$ cat src/rtl/distribuidor_papeis.sv
// Role-distribution controller for one game round: seed selection, seed ROM fetch,
// then per-player class reveal driven by edge-detected button presses.
module distribuidor_papeis #(
  parameter int N_JOGADORES = 5,
  parameter int W_CLASSE    = 2,
  parameter int N_SEEDS     = 20,
  parameter int W_SEED      = 5,
  parameter int CLASSE_LOBO = 1
) (
  input  logic                            clock,
  input  logic                            rst_global_n,
  input  logic                            iniciar,
  input  logic                            botao,
  input  logic                            confirma,
  input  logic                            cancela,
  input  logic [N_JOGADORES*W_CLASSE-1:0] seed_data,
  output logic [W_SEED-1:0]               seed_addr,
  output logic [N_JOGADORES*W_CLASSE-1:0] jogo_atual,
  output logic [$clog2(N_JOGADORES)-1:0]  jogador,
  output logic [W_CLASSE-1:0]             classe_atual,
  output logic                            classe_valida,
  output logic                            fim_rodada,
  output logic [$clog2(N_JOGADORES+1)-1:0] n_lobos,
  output logic [2:0]                      db_estado
);

  localparam int W_J    = $clog2(N_JOGADORES);
  localparam int W_L    = $clog2(N_JOGADORES + 1);
  localparam int W_JOGO = N_JOGADORES * W_CLASSE;

  typedef enum logic [2:0] {
    OCIOSO  = 3'd0,
    ESCOLHA = 3'd1,
    CARREGA = 3'd2,
    LATCH   = 3'd3,
    REVELA  = 3'd4,
    FIM     = 3'd5
  } estado_t;

  estado_t           estado_reg, estado_next;
  logic [W_SEED-1:0] seed_addr_reg, seed_addr_next;
  logic [W_JOGO-1:0] jogo_reg, jogo_next;
  logic [W_J-1:0]    jogador_reg, jogador_next;
  logic              botao_prev_reg, confirma_prev_reg;
  logic              botao_pulso, confirma_pulso;
  logic [N_JOGADORES-1:0] eh_lobo;
  logic [W_L-1:0]    n_lobos_soma;

  assign botao_pulso    = botao & ~botao_prev_reg;
  assign confirma_pulso = confirma & ~confirma_prev_reg;

  always_ff @(posedge clock or negedge rst_global_n) begin
    if (!rst_global_n) begin
      estado_reg        <= OCIOSO;
      seed_addr_reg     <= '0;
      jogo_reg          <= '0;
      jogador_reg       <= '0;
      botao_prev_reg    <= 1'b0;
      confirma_prev_reg <= 1'b0;
    end else begin
      estado_reg        <= estado_next;
      seed_addr_reg     <= seed_addr_next;
      jogo_reg          <= jogo_next;
      jogador_reg       <= jogador_next;
      botao_prev_reg    <= botao;
      confirma_prev_reg <= confirma;
    end
  end

  // Cancel outranks every other input in all states but idle.
  always_comb begin
    estado_next    = estado_reg;
    seed_addr_next = seed_addr_reg;
    jogo_next      = jogo_reg;
    jogador_next   = jogador_reg;
    if (cancela && estado_reg != OCIOSO) begin
      estado_next  = OCIOSO;
      jogo_next    = '0;
      jogador_next = '0;
    end else begin
      case (estado_reg)
        OCIOSO: begin
          if (iniciar) begin
            estado_next    = ESCOLHA;
            seed_addr_next = '0;
          end
        end
        ESCOLHA: begin
          if (confirma_pulso) begin
            estado_next = CARREGA;
          end else if (botao_pulso) begin
            seed_addr_next = (seed_addr_reg == W_SEED'(N_SEEDS - 1)) ? '0 : seed_addr_reg + 1'b1;
          end
        end
        CARREGA: estado_next = LATCH;
        LATCH: begin
          jogo_next    = seed_data;
          jogador_next = '0;
          estado_next  = REVELA;
        end
        REVELA: begin
          if (botao_pulso) begin
            if (jogador_reg == W_J'(N_JOGADORES - 1)) estado_next = FIM;
            else                                      jogador_next = jogador_reg + 1'b1;
          end
        end
        FIM: begin
          if (iniciar) estado_next = ESCOLHA;
        end
        default: estado_next = OCIOSO;
      endcase
    end
  end

  genvar gi;
  generate
    for (gi = 0; gi < N_JOGADORES; gi++) begin : g_lobo
      assign eh_lobo[gi] = (jogo_reg[gi*W_CLASSE +: W_CLASSE] == W_CLASSE'(CLASSE_LOBO));
    end
  endgenerate

  always_comb begin
    n_lobos_soma = '0;
    for (int i = 0; i < N_JOGADORES; i++) begin
      n_lobos_soma = n_lobos_soma + W_L'(eh_lobo[i]);
    end
  end

  assign seed_addr     = seed_addr_reg;
  assign jogo_atual    = jogo_reg;
  assign jogador       = jogador_reg;
  assign classe_atual  = jogo_reg[jogador_reg*W_CLASSE +: W_CLASSE];
  assign classe_valida = (estado_reg == REVELA);
  assign fim_rodada    = (estado_reg == FIM);
  assign n_lobos       = n_lobos_soma;
  assign db_estado     = estado_reg;

endmodule
$ cat config.mk
export PLATFORM = sky130hd
export DESIGN_NAME = distribuidor_papeis
export DESIGN_NICKNAME = d
export VERILOG_FILES = /design/src/rtl/distribuidor_papeis.sv
export SDC_FILE = /design/constraint.sdc
export NUM_CORES = 1
export LEC_CHECK = 0
export ABC_CLOCK_PERIOD_IN_PS = 2350
export BUFFER_PORTS_ARGS = -buffer_cell sky130_fd_sc_hd__buf_2
export CORE_MARGIN = 2
export CORE_UTILIZATION = 52
export CTS_BUF_LIST = sky130_fd_sc_hd__clkbuf_8
export CTS_CLUSTER_DIAMETER = 40
export DETAILED_ROUTE_END_ITERATION = 8
export PLACE_DENSITY = 0.81
export SETUP_SLACK_MARGIN = 0.5
export SYNTH_ARGS = -nofsm -noshare
export SYNTH_HDL_FRONTEND = slang
export SYNTH_SLANG_ARGS = --single-unit
$ cat constraint.sdc
create_clock -name clock -period 2.35 [get_ports clock]
set_input_delay 0.47 -clock clock [delete_from_list [all_inputs] [get_ports clock]]
set_output_delay 0.47 -clock clock [all_outputs]
set_load 0.01 [all_outputs]
==> metrics, run 1 <==
status complete, but fails checks; failing checks setup timing; Synth Flop Type dfrtp_1; peak fanout along the critical path 2; cells on worst reg2reg path 4; Post-Route Skew 0.00184 ns; top-count cell post-synth dfrtp_1; R2R setup slack 0.68 ns; Worst Hold Slack 0.173 ns; Power Total 1.32 mW; share of layout cells above drive strength 1 36.7%; Post-synth EDFFs 0; post-route setup slack -0.138 ns; drt initial violations 21; minimum clock period 2.49 ns; Area growth syn-to-layout 26.3%; final core occ 70.2%; Leakage 0.821 nW; CP startpoint kind flop; initial antenna violation count 0; total core area 0.00250 mm²; Hold Buf Count CTS 0; RSZ-0062 raised after global routing yes; critical path arrival 2.02 ns; die area 0.00310 mm²; slowest CP cell fa_1; class of the tightest hold or removal check input port to asynchronous set/reset pin; CP Capture Type primary output; Buf/Inv on CP 1; post-synth top area share 41.4%; worst-skew pair later-pin latency 0.26 ns; P per Cell Area 752 mW/mm²; M2 GR Usage 33.2%; GPL Wtd Cong 0.839; Syn Area/Cell 9.21 µm²; number of global-route vias before repair 1,130; final hold viol count 0; number of inserted diodes 0; Rows 18; dpl ws 0.0804 ns; Gate Count Post-Synth 151; r2r endpoint jogo_atual[5]; ys async rst share 100%; Clk pin slew, worst setup/hold paths 0.08 ns; Final Cycle Share 106%; Vias 1,278; worst-case vdd ir drop 0.000617 V; Crit path required time 1.88 ns; routed wire length 3.14 mm; I/O pin cnt 44; grt peak-use layer met2; GRT Residual Overflow 0; post-route cell area 0.00176 mm²; largest cells by area after synthesis dfrtp_1 (41%), a21oi_1 (6.1%), nand2_1 (5.9%); # setup viols final 3; IO buf count 43; Num CTS Buffers 3; Via density 5.65; register area share after synthesis 41.4%; drt pass-1 iters 4; flops & latches, synth 23; Worst Setup Path Type flop to primary output; Final #Nets 219; highest clock rate 0.402 GHz; max reg flops 10; Tot GR Track Use 20.5%; reg-to-reg startpoint db_estado[0]; commonest cells in the netlist dfrtp_1 (23), nand2_1 (22), a21oi_1 (17); Residual DRC 0; # clock sinks 23; post-route ant nets 0; drt wl/cell 13.9 µm; critical path, cell by cell nor2b_4 > fa_1 > fa_2 > ha_4 > buf_6; GR Layer Usage met1 30.0%; starting density of the core 55.6%; placed cell areas 0.00162 mm²; pin count of the biggest net entering global routing 24; Netlist cell types 37; Slew Viols, Final 0; Root Buffer clkbuf_8; CTS tree done; Warnings, synthesis 0; CTS max path bufs 2; max_cap viols 0; Post-Syn Nets 173; area leader, netlist dfrtp_1; DP HPWL 2.29 mm; Die Ht 55.7 µm; met3 layer usage reported by global route 2.56%; delay-heaviest family, CP adder cells; Worst path max stage delay 0.51 ns; Slew @ Worst Pin 0.549 ns; H-Tree Depth 1; Rel. slew slack 63.4%; DIE WIDTH 55.7 µm; post-synth design cell area 0.00139 mm²; first-pass GRT wire length 5.22 mm
[per-layer routing]
| metal | vias to the layer above | routed length [µm] |
|---|---|---|
| li1 | 624 | - |
| met1 | 613 | 1430 |
| met2 | 39 | 1550 |
| met3 | 2 | 151 |
| met4 | 0 | 14 |
| met5 | - | 0 |
[report_power, final]
group	total (mW)	internal, mW	switching (mW)
registers	0.557	0.457	0.0995
clock network	0.238	0.116	0.122
logic	0.524	0.248	0.276
total	1.32	0.822	0.497
[worst register-to-register path, stage by stage, from the launching register on]
cell and delay, ns:
dfrtp_1 0.64, and2b_2 0.38, nand2_1 0.29, nand2_1 0.16
a21oi_1 0.08
[timing repair]
item,4_1_cts,5_1_grt
gates cloned,0,0
endpoints found under the setup margin,5,17
gates resized for setup,8,8
setup buffers,4,2
endpoints found under the hold margin,0,0
[worst max-delay path by stage]
stage	start	to	slack (ns)	cells past startpoint
floorplan	jogo_atual[6]	n_lobos[1]	0.20	4
global placement	jogo_atual[6]	n_lobos[1]	0.14	5
detailed placement	jogo_atual[2]	n_lobos[1]	0.08	5
CTS	jogo_atual[6]	n_lobos[1]	-0.14	5
global route	jogo_atual[3]	n_lobos[1]	-0.19	5
finish	jogo_atual[6]	n_lobos[1]	-0.14	5
[layout make-up]
type                            count  area, µm²
Multi-Input combinational cell    111        773
Inverter                            8       30.0
Fill cell                         186        744
Clock buffer                        3       41.3
Timing Repair Buffer               50        290
Clock inverter                      1       3.75
Tap cell                           30       37.5
Sequential cell                    23        579
[per-stage QoR]
| stage | setup TNS [ns] | cells |
|---|---|---|
| final | -0.230 | 226 |
| after detailed placement | 0 | 216 |
| after CTS | -0.250 | 224 |
| after global routing | -0.371 | 226 |
| after floorplan | 0 | 151 |
| after global placement | 0 | 216 |
[kinds of logic after synthesis]
group,count (synthesis),synth area share (%)
and+or+nand+nor,66,26.6
AOI/OAI and AO/OA,37,16.6
DFF,23,41.4
buffers and inverters,17,5.76
adders and majority gates,6,6.48
muxes,2,3.24
[layout by cell type (no fill, tap or decap), drive strengths merged, types with 4 or more instances in the layout]
cell and n:
nor2 5, a21oi 17, nand2 22, nand3 15, nor2b 6, buf 50
dfrtp 23, inv 9, o21ai 9, ha 4
(Power assumes the default switching activity.)
==> run 2: changes to the inputs <==
==> constraint.sdc (replaced) <==
create_clock -name clock -period 2.35 [get_ports clock]
set_input_delay 0.1175 -clock clock [delete_from_list [all_inputs] [get_ports clock]]
set_output_delay 0.1175 -clock clock [all_outputs]
set_load 0.01 [all_outputs]
==> metrics, run 2 (synthesis results as in run 1) <==
# setup viols final 0 (-3); Area growth syn-to-layout 26.6%; DIE WIDTH 55.7 µm (unchanged); Rows 18 (unchanged); # clock sinks 23 (unchanged); Final Cycle Share 91.3% (-15 points); post-route setup slack 0.204 ns (+0.342 ns); GRT Residual Overflow 0 (unchanged); drt pass-1 iters 4 (unchanged); minimum clock period 2.15 ns (-0.342 ns); initial antenna violation count 0 (unchanged); number of inserted diodes 0 (unchanged); Die Ht 55.7 µm (unchanged); CTS max path bufs 2 (unchanged); Worst Hold Slack 0.115 ns (-0.0589 ns); drt initial violations 63 (+200%); die area 0.00310 mm² (unchanged); pin count of the biggest net entering global routing 24 (unchanged); dpl ws 0.424 ns (+0.344 ns); max_cap viols 0 (unchanged); highest clock rate 0.466 GHz (+16%); Num CTS Buffers 3 (unchanged); DP HPWL 2.40 mm (+4.7%); post-route ant nets 0 (unchanged); I/O pin cnt 44 (unchanged); Residual DRC 0 (unchanged); share of layout cells above drive strength 1 33.8% (-2.9 points); CTS tree done; H-Tree Depth 1 (unchanged); number of global-route vias before repair 1,243 (+10%); final hold viol count 0 (unchanged); CP Capture Type primary output; total core area 0.00250 mm² (unchanged); IO buf count 43 (unchanged); Crit path required time 2.23 ns (+0.35 ns); most frequent cells in the layout buf_2 (41), nand2_1 (22), dfrtp_1 (22), a21oi_1 (17), nand3_1 (15); Root Buffer clkbuf_8; critical path arrival 2.03 ns (about the same); RSZ-0062 raised after global routing yes; Via density 5.77 (+2.0%); Rel. slew slack 65.9% (+2.6 points); Worst Setup Path Type flop to primary output; GPL Wtd Cong 0.835 (-0.50%); Vias 1,315 (+2.9%); Slew @ Worst Pin 0.511 ns (-0.0385 ns); status completed; Setup TNS 0 ns (+0.230 ns); class of the tightest hold or removal check input port to flop; Storage cell area 577 µm² (-0.43%); final core occ 70.4% (+0.20 points); area occupied by multi-input gates 767 µm² (-0.81%); routed wire length 3.22 mm (+2.5%); Tot GR Track Use 21.9% (+1.3 points); P per Cell Area 737 mW/mm² (-1.9%); Clk pin slew, worst setup/hold paths 0.08 ns (about the same); Filler cells 188 (+1.1%); drt wl/cell 14.1 µm (+1.6%); peak fanout along the critical path 2 (unchanged); first-pass GRT wire length 5.53 mm (+5.8%); most common cell after layout, fill and taps aside buf_2; worst-case vdd ir drop 0.000508 V (-18%); max reg flops 10 (unchanged); Final #Nets 221 (+0.91%); Slew Viols, Final 0 (unchanged); Post-Route Skew 0.00190 ns (+0.0000626 ns); Leakage 0.827 nW (+0.77%); starting density of the core 55.6% (unchanged); worst-skew pair later-pin latency 0.26 ns (about the same); CP startpoint kind flop
run 2: changes by cell type in the layout (fill, tap and decap cells not counted), sizes merged:
cell,previous run,this run
clkinv,0,1
inv,9,8
dlygate4sd3,0,3
buf,50,49
run 2: final cells by class:
cell class	count	area share, %
Clock inverter	1	0.284
Sequential cell	23	32.8
Timing Repair Buffer	52	17.2
Tap cell	30	2.13
Multi-Input combinational cell	111	43.6
Inverter	8	1.71
Clock buffer	3	2.35
run 2: worst paths after layout:
kind,startpoint,to,slack (ns),cells past startpoint
setup / recovery,jogo_atual[6],n_lobos[1],0.20,5
hold / removal,seed_data[7],jogo_atual[7],0.11,3
max in group asynchronous,rst_global_n,db_estado[0],1.62,2
hold reg to reg,seed_addr[0],seed_addr[0],0.55,1
min in group asynchronous,rst_global_n,confirma_prev_reg,0.36,2
setup reg to reg,db_estado[0],jogo_atual[9],0.72,4
run 2: repair_timing:
item | 4_1_cts | 5_1_grt
endpoints found under the setup margin | 3 | 14
hold buffers | 3 | 0
hold endpoints to repair | 25 | 0
buffers inserted | 3 | 1
resized for setup | 7 | 1
run 2: critical path, cell delays in order (launching register included):
cell and delay [ns]:
dfrtp_1 0.39, nor2b_4 0.13, fa_1 0.50, fa_2 0.37
ha_4 0.26, buf_2 0.12
run 2: through the flow:
step,instance area (µm²),std cells,power [mW]
2_1_floorplan,1410,151,0.879
3_3_place_gp,1620,217,0.997
3_5_place_dp,1620,217,1.02
4_1_cts,1750,227,1.30
5_1_grt,1760,228,1.39
6_report,1760,228,1.30
run 2: power breakdown:
part / switching (mW) / total (mW) / internal [mW]
registers: 0.0984 / 0.556 / 0.457
clock network: 0.120 / 0.238 / 0.118
logic: 0.271 / 0.505 / 0.234
run 2: metal layers:
layer | vias to the layer above | GRT usage (%) | routed length (µm)
li1 | 629 | - | -
met1 | 641 | 28.0 | 1350
met2 | 43 | 38.4 | 1670
met3 | 2 | 3.26 | 188
met4 | 0 | 5.92 | 10
met5 | - | 0 | 0
